### src/rtl/uart_pkg.sv
// Shared definitions for the UART controller.
// Holds the parity-mode encodings, the RX/TX state encodings, the 16x
// oversample constant and small parity helpers used by RX and TX.
`timescale 1ns/1ps
package uart_pkg;

  localparam int unsigned Oversample = 16;
  localparam int unsigned OsCntW     = $clog2(Oversample);

  typedef enum logic [1:0] {
    ParNone = 2'b00,
    ParOdd  = 2'b01,
    ParEven = 2'b10,
    ParOff  = 2'b11
  } par_mode_e;

  typedef enum logic [2:0] {
    RxIdle,
    RxStart,
    RxData,
    RxParity,
    RxStop,
    RxBrkWait
  } rx_state_e;

  typedef enum logic [2:0] {
    TxIdle,
    TxStart,
    TxData,
    TxParity,
    TxStop1,
    TxStop2
  } tx_state_e;

  function automatic logic par_enabled(par_mode_e mode);
    return (mode == ParOdd) || (mode == ParEven);
  endfunction

  // Parity bit to transmit / expect; narrower data is zero-extended, which
  // leaves the parity unchanged.
  function automatic logic par_bit(logic [7:0] data, par_mode_e mode);
    return (mode == ParOdd) ? ~(^data) : ^data;
  endfunction

endpackage

### src/rtl/uart_fifo.sv
// First-word-fall-through FIFO holding received UART entries.
// Ports:
//   clk, rst_n  : clock, asynchronous active-low reset
//   push_i      : write wdata_i (dropped when full unless popping this cycle)
//   wdata_i     : entry to store
//   pop_i       : consumer accepts the head entry
//   rdata_o     : head entry, zero when empty
//   valid_o     : head entry is valid
//   ovf_o       : registered one-cycle pulse when a push was dropped
`timescale 1ns/1ps
module uart_fifo #(
  parameter int unsigned Width = 10,
  parameter int unsigned Depth = 16
) (
  input  logic             clk,
  input  logic             rst_n,
  input  logic             push_i,
  input  logic [Width-1:0] wdata_i,
  input  logic             pop_i,
  output logic [Width-1:0] rdata_o,
  output logic             valid_o,
  output logic             ovf_o
);

  localparam int unsigned AddrW = $clog2(Depth);

  logic [Width-1:0] mem_q [Depth];
  logic [AddrW:0]   wptr_q, wptr_d, rptr_q, rptr_d;
  logic             ovf_q, ovf_d;
  logic             empty, full, do_push, do_pop;

  // Extra pointer MSB distinguishes full from empty.
  assign empty   = (wptr_q == rptr_q);
  assign full    = (wptr_q[AddrW] != rptr_q[AddrW]) &&
                   (wptr_q[AddrW-1:0] == rptr_q[AddrW-1:0]);
  assign do_pop  = pop_i & ~empty;
  assign do_push = push_i & (~full | do_pop);

  always_comb begin
    wptr_d = wptr_q;
    rptr_d = rptr_q;
    ovf_d  = push_i & full & ~do_pop;
    if (do_push) wptr_d = wptr_q + 1'b1;
    if (do_pop)  rptr_d = rptr_q + 1'b1;
  end

  always_ff @(posedge clk or negedge rst_n) begin
    if (!rst_n) begin
      wptr_q <= '0;
      rptr_q <= '0;
      ovf_q  <= 1'b0;
    end else begin
      wptr_q <= wptr_d;
      rptr_q <= rptr_d;
      ovf_q  <= ovf_d;
    end
  end

  always_ff @(posedge clk) begin
    if (do_push) mem_q[wptr_q[AddrW-1:0]] <= wdata_i;
  end

  assign rdata_o = empty ? '0 : mem_q[rptr_q[AddrW-1:0]];
  assign valid_o = ~empty;
  assign ovf_o   = ovf_q;

endmodule

### src/rtl/uart_ctrl.sv
// UART controller: shared baud prescaler, 16x oversampled receiver feeding
// an RX FIFO, and a transmitter with optional parity and two stop bits.
// Ports:
//   clk, rst_n            : clock, asynchronous active-low reset
//   cfg_div               : prescaler period minus one (bit = 16*(cfg_div+1) clk)
//   cfg_parity, cfg_stop2 : frame format, sampled at frame start
//   uart_rx_i / uart_tx_o : serial lines (idle high)
//   rx_vld_o/rx_rdy_i/rx_data_o/rx_err_o : RX FIFO head, err = {frame, parity}
//   rx_ovf_o              : pulse when a completed frame is dropped on full FIFO
//   tx_vld_i/tx_data_i/tx_rdy_o : transmit handshake
`timescale 1ns/1ps
module uart_ctrl
  import uart_pkg::*;
#(
  parameter int unsigned DATA_W     = 8,
  parameter int unsigned FIFO_DEPTH = 16,
  parameter int unsigned DIV_W      = 16
) (
  input  logic              clk,
  input  logic              rst_n,
  input  logic [DIV_W-1:0]  cfg_div,
  input  logic [1:0]        cfg_parity,
  input  logic              cfg_stop2,
  input  logic              uart_rx_i,
  output logic              rx_vld_o,
  input  logic              rx_rdy_i,
  output logic [DATA_W-1:0] rx_data_o,
  output logic [1:0]        rx_err_o,
  output logic              rx_ovf_o,
  input  logic              tx_vld_i,
  input  logic [DATA_W-1:0] tx_data_i,
  output logic              tx_rdy_o,
  output logic              uart_tx_o
);

  localparam logic [OsCntW-1:0] SampleCnt = OsCntW'(Oversample / 2 - 1);
  localparam logic [OsCntW-1:0] LastCnt   = OsCntW'(Oversample - 1);
  localparam logic [OsCntW-1:0] EndCnt    = OsCntW'(Oversample - 2);
  localparam logic [2:0]        LastBit   = 3'(DATA_W - 1);

  // Prescaler; divisor only reloads while both directions are idle so a
  // frame in flight keeps its bit timing.
  logic [DIV_W-1:0] div_q, div_d, presc_q, presc_d;
  logic             tick;

  // RX
  logic              sync1_q, sync2_q, rx_prev_q, rx_s, rx_fall;
  rx_state_e         rx_state_q, rx_state_d;
  logic [OsCntW-1:0] rx_cnt_q, rx_cnt_d;
  logic [2:0]        rx_bit_q, rx_bit_d;
  logic [DATA_W-1:0] rx_shift_q, rx_shift_d;
  logic              rx_par_q, rx_par_d;
  par_mode_e         rx_mode_q, rx_mode_d;
  logic              rx_sample, rx_wrap, rx_push, frame_err, par_err;
  logic [DATA_W+1:0] rx_push_data, fifo_rdata;

  // TX
  tx_state_e         tx_state_q, tx_state_d;
  logic [OsCntW-1:0] tx_cnt_q, tx_cnt_d;
  logic [2:0]        tx_bit_q, tx_bit_d;
  logic [DATA_W-1:0] tx_shift_q, tx_shift_d;
  logic              tx_par_q, tx_par_d, tx_paren_q, tx_paren_d;
  logic              tx_stop2_q, tx_stop2_d, tx_arm_q, tx_arm_d;
  logic              tx_line_q, tx_line_d, tx_rdy_q, tx_rdy_d;

  assign tick    = (presc_q >= div_q);
  assign presc_d = tick ? '0 : presc_q + 1'b1;
  assign div_d   = (rx_state_q == RxIdle && tx_state_q == TxIdle) ? cfg_div : div_q;

  assign rx_s      = sync2_q;
  assign rx_fall   = rx_prev_q & ~rx_s;
  assign rx_sample = tick & (rx_cnt_q == SampleCnt);
  assign rx_wrap   = tick & (rx_cnt_q == LastCnt);
  assign frame_err = ~rx_s;
  assign par_err   = par_enabled(rx_mode_q) &
                     (rx_par_q != par_bit(8'(rx_shift_q), rx_mode_q));
  assign rx_push_data = {frame_err, par_err, rx_shift_q};

  always_comb begin
    rx_state_d = rx_state_q;
    rx_cnt_d   = rx_cnt_q;
    rx_bit_d   = rx_bit_q;
    rx_shift_d = rx_shift_q;
    rx_par_d   = rx_par_q;
    rx_mode_d  = rx_mode_q;
    rx_push    = 1'b0;
    if (tick) rx_cnt_d = rx_cnt_q + 1'b1;
    case (rx_state_q)
      RxIdle: begin
        // Oversample count restarts at the falling edge, not at a tick.
        rx_cnt_d = '0;
        if (rx_fall) begin
          rx_state_d = RxStart;
          rx_bit_d   = '0;
          rx_mode_d  = par_mode_e'(cfg_parity);
        end
      end
      RxStart: begin
        if (rx_sample && rx_s) rx_state_d = RxIdle;
        else if (rx_wrap)      rx_state_d = RxData;
      end
      RxData: begin
        if (rx_sample) rx_shift_d = {rx_s, rx_shift_q[DATA_W-1:1]};
        if (rx_wrap) begin
          if (rx_bit_q == LastBit) begin
            rx_state_d = par_enabled(rx_mode_q) ? RxParity : RxStop;
          end else begin
            rx_bit_d = rx_bit_q + 1'b1;
          end
        end
      end
      RxParity: begin
        if (rx_sample) rx_par_d = rx_s;
        if (rx_wrap)   rx_state_d = RxStop;
      end
      RxStop: begin
        // Only the first stop bit is checked; return to idle mid-bit so a
        // following start edge is never missed.
        if (rx_sample) begin
          rx_push    = 1'b1;
          rx_state_d = (frame_err && rx_shift_q == '0) ? RxBrkWait : RxIdle;
        end
      end
      RxBrkWait: if (rx_s) rx_state_d = RxIdle;
      default:   rx_state_d = RxIdle;
    endcase
  end

  always_comb begin
    tx_state_d = tx_state_q;
    tx_cnt_d   = tx_cnt_q;
    tx_bit_d   = tx_bit_q;
    tx_shift_d = tx_shift_q;
    tx_par_d   = tx_par_q;
    tx_paren_d = tx_paren_q;
    tx_stop2_d = tx_stop2_q;
    tx_arm_d   = tx_arm_q;
    tx_line_d  = tx_line_q;
    tx_rdy_d   = tx_rdy_q;
    case (tx_state_q)
      TxIdle: begin
        tx_line_d = 1'b1;
        if (tx_vld_i && tx_rdy_q) begin
          tx_state_d = TxStart;
          tx_arm_d   = 1'b1;
          tx_rdy_d   = 1'b0;
          tx_bit_d   = '0;
          tx_shift_d = tx_data_i;
          tx_par_d   = par_bit(8'(tx_data_i), par_mode_e'(cfg_parity));
          tx_paren_d = par_enabled(par_mode_e'(cfg_parity));
          tx_stop2_d = cfg_stop2;
        end
      end
      default: begin
        if (tick) begin
          if (tx_arm_q) begin
            // First tick after the handshake opens the start bit.
            tx_arm_d  = 1'b0;
            tx_cnt_d  = '0;
            tx_line_d = 1'b0;
          end else begin
            tx_cnt_d = tx_cnt_q + 1'b1;
            case (tx_state_q)
              TxStart: begin
                if (tx_cnt_q == LastCnt) begin
                  tx_state_d = TxData;
                  tx_line_d  = tx_shift_q[0];
                end
              end
              TxData: begin
                if (tx_cnt_q == LastCnt) begin
                  if (tx_bit_q == LastBit) begin
                    tx_state_d = tx_paren_q ? TxParity : TxStop1;
                    tx_line_d  = tx_paren_q ? tx_par_q : 1'b1;
                  end else begin
                    tx_bit_d   = tx_bit_q + 1'b1;
                    tx_shift_d = tx_shift_q >> 1;
                    tx_line_d  = tx_shift_q[1];
                  end
                end
              end
              TxParity: begin
                if (tx_cnt_q == LastCnt) begin
                  tx_state_d = TxStop1;
                  tx_line_d  = 1'b1;
                end
              end
              // The last stop bit releases ready one tick early; the next
              // frame's start bit then lands exactly on the 16th tick.
              TxStop1: begin
                if (tx_stop2_q) begin
                  if (tx_cnt_q == LastCnt) tx_state_d = TxStop2;
                end else if (tx_cnt_q == EndCnt) begin
                  tx_state_d = TxIdle;
                  tx_rdy_d   = 1'b1;
                end
              end
              TxStop2: begin
                if (tx_cnt_q == EndCnt) begin
                  tx_state_d = TxIdle;
                  tx_rdy_d   = 1'b1;
                end
              end
              default: begin
                tx_state_d = TxIdle;
                tx_rdy_d   = 1'b1;
                tx_line_d  = 1'b1;
              end
            endcase
          end
        end
      end
    endcase
  end

  always_ff @(posedge clk or negedge rst_n) begin
    if (!rst_n) begin
      div_q      <= '0;
      presc_q    <= '0;
      sync1_q    <= 1'b1;
      sync2_q    <= 1'b1;
      rx_prev_q  <= 1'b1;
      rx_state_q <= RxIdle;
      rx_cnt_q   <= '0;
      rx_bit_q   <= '0;
      rx_shift_q <= '0;
      rx_par_q   <= 1'b0;
      rx_mode_q  <= ParNone;
      tx_state_q <= TxIdle;
      tx_cnt_q   <= '0;
      tx_bit_q   <= '0;
      tx_shift_q <= '0;
      tx_par_q   <= 1'b0;
      tx_paren_q <= 1'b0;
      tx_stop2_q <= 1'b0;
      tx_arm_q   <= 1'b0;
      tx_line_q  <= 1'b1;
      tx_rdy_q   <= 1'b1;
    end else begin
      div_q      <= div_d;
      presc_q    <= presc_d;
      sync1_q    <= uart_rx_i;
      sync2_q    <= sync1_q;
      rx_prev_q  <= sync2_q;
      rx_state_q <= rx_state_d;
      rx_cnt_q   <= rx_cnt_d;
      rx_bit_q   <= rx_bit_d;
      rx_shift_q <= rx_shift_d;
      rx_par_q   <= rx_par_d;
      rx_mode_q  <= rx_mode_d;
      tx_state_q <= tx_state_d;
      tx_cnt_q   <= tx_cnt_d;
      tx_bit_q   <= tx_bit_d;
      tx_shift_q <= tx_shift_d;
      tx_par_q   <= tx_par_d;
      tx_paren_q <= tx_paren_d;
      tx_stop2_q <= tx_stop2_d;
      tx_arm_q   <= tx_arm_d;
      tx_line_q  <= tx_line_d;
      tx_rdy_q   <= tx_rdy_d;
    end
  end

  uart_fifo #(
    .Width (DATA_W + 2),
    .Depth (FIFO_DEPTH)
  ) u_rx_fifo (
    .clk     (clk),
    .rst_n   (rst_n),
    .push_i  (rx_push),
    .wdata_i (rx_push_data),
    .pop_i   (rx_rdy_i),
    .rdata_o (fifo_rdata),
    .valid_o (rx_vld_o),
    .ovf_o   (rx_ovf_o)
  );

  assign rx_data_o = fifo_rdata[DATA_W-1:0];
  assign rx_err_o  = fifo_rdata[DATA_W+1:DATA_W];
  assign tx_rdy_o  = tx_rdy_q;
  assign uart_tx_o = tx_line_q;

endmodule

### config.mk
export PLATFORM = sky130hd
export DESIGN_NAME = uart_ctrl
export DESIGN_NICKNAME = d
export VERILOG_FILES = /design/src/rtl/uart_pkg.sv /design/src/rtl/uart_fifo.sv /design/src/rtl/uart_ctrl.sv
export SDC_FILE = /design/constraint.sdc
export NUM_CORES = 1
export LEC_CHECK = 0
export BUFFER_PORTS_ARGS = -buffer_cell sky130_fd_sc_hd__buf_2
export CAP_MARGIN = 10
export CORE_MARGIN = 1.5
export CORE_UTILIZATION = 40
export CTS_CLUSTER_SIZE = 10
export DETAILED_ROUTE_END_ITERATION = 7
export SKIP_CTS_REPAIR_TIMING = 1
export SYNTH_ARGS = -nofsm -noshare
export SYNTH_HDL_FRONTEND = slang
export SYNTH_SLANG_ARGS = --single-unit
### constraint.sdc
create_clock -name clk -period 3.7 [get_ports clk]
set_input_delay 0.185 -clock clk [delete_from_list [all_inputs] [get_ports clk]]
set_output_delay 0.185 -clock clk [all_outputs]
set_load 0.05 [all_outputs]
* After elaboration in Yosys (flattened, before gate mapping)
Memories as Yosys holds them, arrays and structs flattened.
Cells that the tools add are included.
** Word-level totals
- Memories kept :: 1
- Bits in writable memories :: 160
- Bits of input ports :: 32
- Flip-flop bits (word level) :: 91
** Operators by class
- Equal/unequal tests :: 46
- Bitwise operators :: 16
- Add/sub/neg operators :: 7
- Reductions and logical operators :: 31
- Multiplexer cells :: 72
- Magnitude comparators :: 1
** Memories
- u_rx_fifo.mem_q :: words 16, bits a word 10, read ports 1, clocked after Yosys merged registers in 0, write ports 1, line uart_fifo.sv:27 : logic [Width-1:0] mem_q [Depth];
** Operators by type and width (number)
- 2-to-1 mux 3 bit :: 32
- 2-to-1 mux 8 bit :: 7
- 2-to-1 mux 1 bit :: 23
- == test 3 bit, second input constant :: 6
- != test 3 bit, second input constant :: 6
- one-hot mux 3 bit (6 select lines) :: 1
- adder 16 x 1 -> 16 bit, second input constant :: 1
- greater-or-equal comparator 16 bit :: 1
- 2-to-1 mux 16 bit :: 1
- != test 2 bit, second input constant :: 8
- != test 4 bit, second input constant :: 4
- parity 8 bit :: 2
- one-hot mux 3 bit (5 select lines) :: 1
- == test 3 x 2 -> 1 bit, second input constant :: 4
- == test 4 bit, second input constant :: 3
- 2-to-1 mux 4 bit :: 3
- AND reduction 2 bit :: 6
- adder 5 x 1 -> 5 bit, second input constant :: 2
- 2-to-1 mux 10 bit :: 1
- AND reduction 5 bit :: 2
- nonzero test 2 bit :: 5
- adder 4 x 1 -> 4 bit, second input constant :: 2
- bitwise AND 1 bit :: 8
- zero test 8 bit :: 1
- other kinds (24) :: 43

* Depth between registers and ports, before layout
- Depth in word-level cells :: 7
- Mapped depth :: 11
- Mapped depth without buffers :: 9

* Cells and area by module
Synthesis repeated with hierarchy kept, for this count alone.
** Second synthesis, totals
- Cells, all modules :: 752
- Area, all modules :: 11223.3 µm²
** Modules (own cells, without submodules)
- uart_fifo :: times used 1, cells each 322, area each 6811.5 µm²
- uart_ctrl :: times used 1, cells each 430, area each 4411.7 µm²

* Worst setup path before layout
No wires, ideal clock.
- Path type :: reg2reg
- Start :: register presc_q[11]
- End :: memory u_rx_fifo.mem_q[3][0], enable pin
- Required time :: 3.310 ns
- Path buffers :: 1
- Library setup time :: 0.390 ns
- Arrival :: 2.910 ns
- Slack :: 0.400 ns
- Cell stages (with the launch flop) :: 10
- Cells stage by stage :: dfrtp_1 ha_1 and4_2 nand2_1 or4_4 and3_4 buf_6 nor2_4 nand2_1 nor3_1
** Between the ends
- Word-level cells in the longest chain between the ends :: 7
** RTL lines
- start, declared :: line uart_ctrl.sv:43 : logic [DIV_W-1:0] div_q, div_d, presc_q, presc_d;
- start signal, assigned :: line uart_ctrl.sv:241 : presc_q <= presc_d;
- greater-or-equal comparator 16 bit :: line uart_ctrl.sv:66 : assign tick = (presc_q >= div_q);
- bitwise AND 1 bit :: line uart_ctrl.sv:72 : assign rx_sample = tick & (rx_cnt_q == SampleCnt);
- 2-to-1 mux 1 bit :: line uart_ctrl.sv:119 : if (rx_sample) begin
- 2-to-1 mux 1 bit :: line uart_ctrl.sv:88 : case (rx_state_q)
- bitwise AND 1 bit :: line uart_fifo.sv:37 : assign do_push = push_i & (~full | do_pop);
- 2-to-1 mux 1 bit :: line uart_fifo.sv:60 : if (do_push) mem_q[wptr_q[AddrW-1:0]] <= wdata_i;
- 2-to-1 mux 1 bit (not written as such) :: line uart_fifo.sv:60
- end, declared :: line uart_fifo.sv:27
No other way between the ends.

* Worst setup path after layout
- Start :: register u_rx_fifo.rptr_q[1]
- End :: output port rx_data_o[5]
** Between the ends
- Word-level cells in the longest chain between the ends :: 2
- Elaborated cells on any way between the ends :: 3
- Classes of those cells :: eq/ne: 1; mux: 1; memory: 1
** RTL lines
- start, declared :: line uart_fifo.sv:28 : logic [AddrW:0] wptr_q, wptr_d, rptr_q, rptr_d;
- start signal, assigned :: line uart_fifo.sv:54 : rptr_q <= rptr_d;
- memory (16 x 10 bit) / == test 5 bit (equally long branches)
- 2-to-1 mux 10 bit (*) :: line uart_fifo.sv:63 : assign rdata_o = empty ? '0 : mem_q[rptr_q[AddrW-1:0]];
- end, declared :: line uart_ctrl.sv:27 : output logic [DATA_W-1:0] rx_data_o,
Mark *: on every way between the ends. The rest lies on a longest branch, timed or not.

==> impl_metrics.csv <==
group,metric,value,unit
clock_tree,cts_buffers,29,
detailed_routing,dr.first_iter.drc_count,409,
pwr,clkPwrFrac,34.2,%
sta,clock_skew,19.04,ps
pwr,seq_power_share,45.4,%
detailed_routing,via_per_inst,5.056,
placement,io_buffers,45,
sta,finalCriticalPeriod,3077,ps
clock_tree,clk_pin_slew,50,ps
critical_path,end_kind,"output port",
synth,postSynthNetCount,806,
sta,fmax,325.0,MHz
final_layout,fillCellCount,2355,
critical_path,worstSetupPathDepth,5,
synth,synthAdderAreaFrac,3.951,%
synth,syn_area_per_cell,15.00,µm²
clock_tree,htreeDepth,1,
critical_path,cpPeakStageDelay,570,ps
pwr,switching_share,27.74,%
synth,ys_ff_latch,251,
global_route,grt-ovfl-total,0,
synth,synth_cell_types,60,
synth,synth_top_cell_by_area,"edfxtp_1",
synth,synthArstFlopShare,36.25,%
sta,slew_headroom,45.96,%
critical_path,cp.required,3510,ps
critical_path,cp_max_fo,32,
placement,gp_congestion,0.7933,
clock_tree,tritoncts,"built",
synth,synth_top_cell_area_share,43.35,%
synth,synth_mux_area_share,13.55,%
die,std_cell_rows,60,
die,start_util,40.90,%
die,io_pins,46,
die,fp.dieW,169.5,µm
sta,fin_crit_sh,83.16,%
global_route,grt_max_degree,62,
clock_tree,insertion_delay,550,ps
critical_path,start_kind,"flop",
critical_path,cp.arrival,2890,ps
global_route,grt_pass1_vias,6293,
sta,rsz0062_at_grt,"no",
synth,postSynthCellCount,739,
critical_path,crit_family,"multiplexers",
detailed_routing,wl,22170,µm
die,dieArea,28720,µm²
final_layout,final_layout_size_suffix_gt1_share,23.12,%
detailed_routing,dr.pass1.iters,4,
synth,synth-simple-area-share,8.613,%
synth,synthXorXnorAreaFrac,3.319,%
sta,tightest_slew,805.1,ps
sta,setup_viol,0,
hold_path,hp-class,"in2reg",
detailed_routing,drc,0,
sta,drv_slew,0,
critical_path,critical_path_class,"reg2out",
critical_path,cp_slowest_cell,"dfrtp_2",
die,core,27100,µm²
critical_path,r2r_cells,9,
synth,synth.area.top_cells,"edfxtp_1 43%, dfrtp_1 19%, mux4_2 10%, ha_1 4.0%, xnor2_1 2.2%",
synth,yosysWarnings,0,
sta,fin_tns_setup,0,ps
detailed_routing,wl_per_cell,17.92,µm
critical_path,worstPathCellList,"buf_4, mux4_2, mux4_2, nor2b_1, buf_2",
clock_tree,clk_path_buf_depth,3,
pwr,power_frac_comb,20.4,%
global_route,antenna_found_initial,0,
final_layout,antenna_cells,0,
run,maxCapViolations,0,
final_layout,area_growth_syn_to_layout,17.55,%
final_layout,nNetsFinal,910,
detailed_routing,via_count,6254,
pwr,power_leakage,5.297,nW
placement,dp_hpwl,14310,µm
synth,synthesis.area,11080,µm²
run_status,status,"completed",
critical_path,cp_num_buf_inv,2,
hold_path,holdPathStages,3,
sta,hold_viol_final,0,
die,die_h,169.5,µm
critical_path,cp_common_cell,"mux4_2",
detailed_routing,ant_nets,0,
synth,synth_enable_flop_cells,160,
pwr,p_sw,2.101,mW
synth,synth_compound_area_share,4.120,%
synth,seq_area_frac_synth,63.95,%
global_route,grt_pass1_wl,35680,µm
synth,ys.flop_type,"edfxtp_1",
synth,synth_top_family_by_area,"multiplexers",
pwr,internal-power,5.473,mW
pwr,p_per_area,581.3,nW/µm²
clock_tree,clock-root-buffer,"clkbuf_16",
pwr,ir_drop,328.2,µV
global_route,grt_use_total,16.11,%
clock_tree,numClockSinks,251,
pwr,power,7.574,mW
per-layer routing:
| layer | vias to the layer above | global-route usage, % | routed length, µm |
|---|---|---|---|
| met5 | - | 0 | 0 |
| met4 | 0 | 3.617 | 415 |
| met3 | 31 | 2.775 | 1078 |
| met2 | 126 | 26.32 | 10410 |
| met1 | 3120 | 22.65 | 10270 |
| li1 | 2977 | - | - |
kinds of logic after synthesis:
kind of cell             after synthesis
XOR/XNOR                              42
flip-flops                           251
multiplexers                          85
adder cells (fa/ha/maj)               35
AND/OR/NAND/NOR                      184
AO/OA/AOI/OAI                         74
buffers and inverters                 68
worst paths after layout:
path,from,to,slack (ps)
hold reg to reg,sync1_q$_DFF_PN1_,rx_s$_DFF_PN1_,360
hold / removal,tx_vld_i,tx_rdy_o$_DFFE_PN1P_,9
setup reg to reg,presc_q[11]$_DFF_PN0_,u_rx_fifo.mem_q[0][0]$_DFFE_PP_,760
setup / recovery,u_rx_fifo.rptr_q[1]$_DFFE_PN0P_,rx_data_o[5],620
min in group asynchronous,rst_n,tx_shift_q[3]$_DFFE_PN0P_,270
max in group asynchronous,rst_n,tx_shift_q[6]$_DFFE_PN0P_,2490
area by class of cell:
class | instances | area [µm²] | share of cell area [%]
tap | 372 | 465.4 | 3.572
multi-input combinational | 420 | 3724 | 28.58
inverter | 39 | 146.4 | 1.123
clock buffer | 52 | 843.3 | 6.472
clock inverter | 1 | 20.02 | 0.1536
timing repair buffer | 102 | 740.7 | 5.685
sequential | 251 | 7091 | 54.42
stage by stage:
| stage | hold slack [ps] | instances | setup WS [ps] | area [µm²] | utilization, % |
|---|---|---|---|---|---|
| 5_1_grt | 36.96 | 1237 | 447.0 | 13030 | 48.08 |
| 4_1_cts | -279.3 | 1208 | 540.0 | 12740 | 47.01 |
| 3_5_place_dp | 294.6 | 1155 | 727.6 | 11880 | 43.82 |
| 3_3_place_gp | 290.6 | 1155 | 756.8 | 11880 | 43.82 |
| 2_1_floorplan | -110.6 | 739 | 400.2 | 11080 | - |
| 6_report | 8.941 | 1237 | 623.0 | 13030 | 48.08 |
flip-flops by register name (all words and copies together), names as in the netlist, 4 cells and up:
| signal | cells |
|---|---|
| presc_q | 16 |
| u_rx_fifo.wptr_q | 5 |
| rx_shift_q | 8 |
| div_q | 16 |
| tx_cnt_q | 4 |
| tx_shift_q | 8 |
| rx_cnt_q | 4 |
| u_rx_fifo.mem_q | 160 |
| u_rx_fifo.rptr_q | 5 |
placed cells by master, fill, tap and decap left out, types with 3 or more instances in the layout:
| master | n |
|---|---|
| nand2_1 | 42 |
| ha_1 | 35 |
| buf_4 | 28 |
| nand3_1 | 20 |
| clkbuf_16 | 30 |
| dlygate4sd3_1 | 29 |
| a31oi_1 | 4 |
| and3_1 | 5 |
| buf_2 | 44 |
| or3_1 | 3 |
| nor2b_1 | 13 |
| nor2_1 | 49 |
| nor3_1 | 11 |
| mux4_2 | 50 |
| o21ai_1 | 8 |
| dfstp_2 | 5 |
| xor2_1 | 14 |
| clkbuf_1 | 21 |
| mux2i_1 | 15 |
| mux2_2 | 20 |
| o31ai_1 | 3 |
| a21oi_1 | 16 |
| edfxtp_1 | 160 |
| inv_1 | 39 |
| xnor2_1 | 28 |
| o21ai_0 | 24 |
| nand2b_1 | 7 |
| nand4_1 | 15 |
| dfrtp_1 | 84 |
power by group through the flow:
stage	logic (mW)	registers [mW]	clock network (mW)
2_1_floorplan	1.22	3.38	0
3_3_place_gp	1.53	3.49	0
3_5_place_dp	1.55	3.49	0
4_1_cts	1.56	3.44	2.67
5_1_grt	1.72	3.48	2.78
6_report	1.54	3.44	2.59
tightest hold or removal path: stages:
cell    delay (ps)
buf_2           90
and3_1         200
nor2_1          70
cell usage after synthesis, types with 3 or more instances:
cell type    n
nor2_1      49
o21ai_0     24
nand4_1     15
mux2i_1     15
xor2_1      14
mux4_2      50
o31ai_1      3
edfxtp_1   160
nand2_1     42
and3_1       5
o21ai_1      8
inv_1       39
mux2_2      20
nor2b_1     13
a31oi_1      4
nor3_1      12
xnor2_1     28
clkbuf_1    19
buf_2        6
or3_1        3
ha_1        35
dfrtp_1     86
a21oi_1     16
nand3_1     20
dfstp_2      5
nand2b_1     7
No activity file was read; power rests on OpenSTA's default activity.
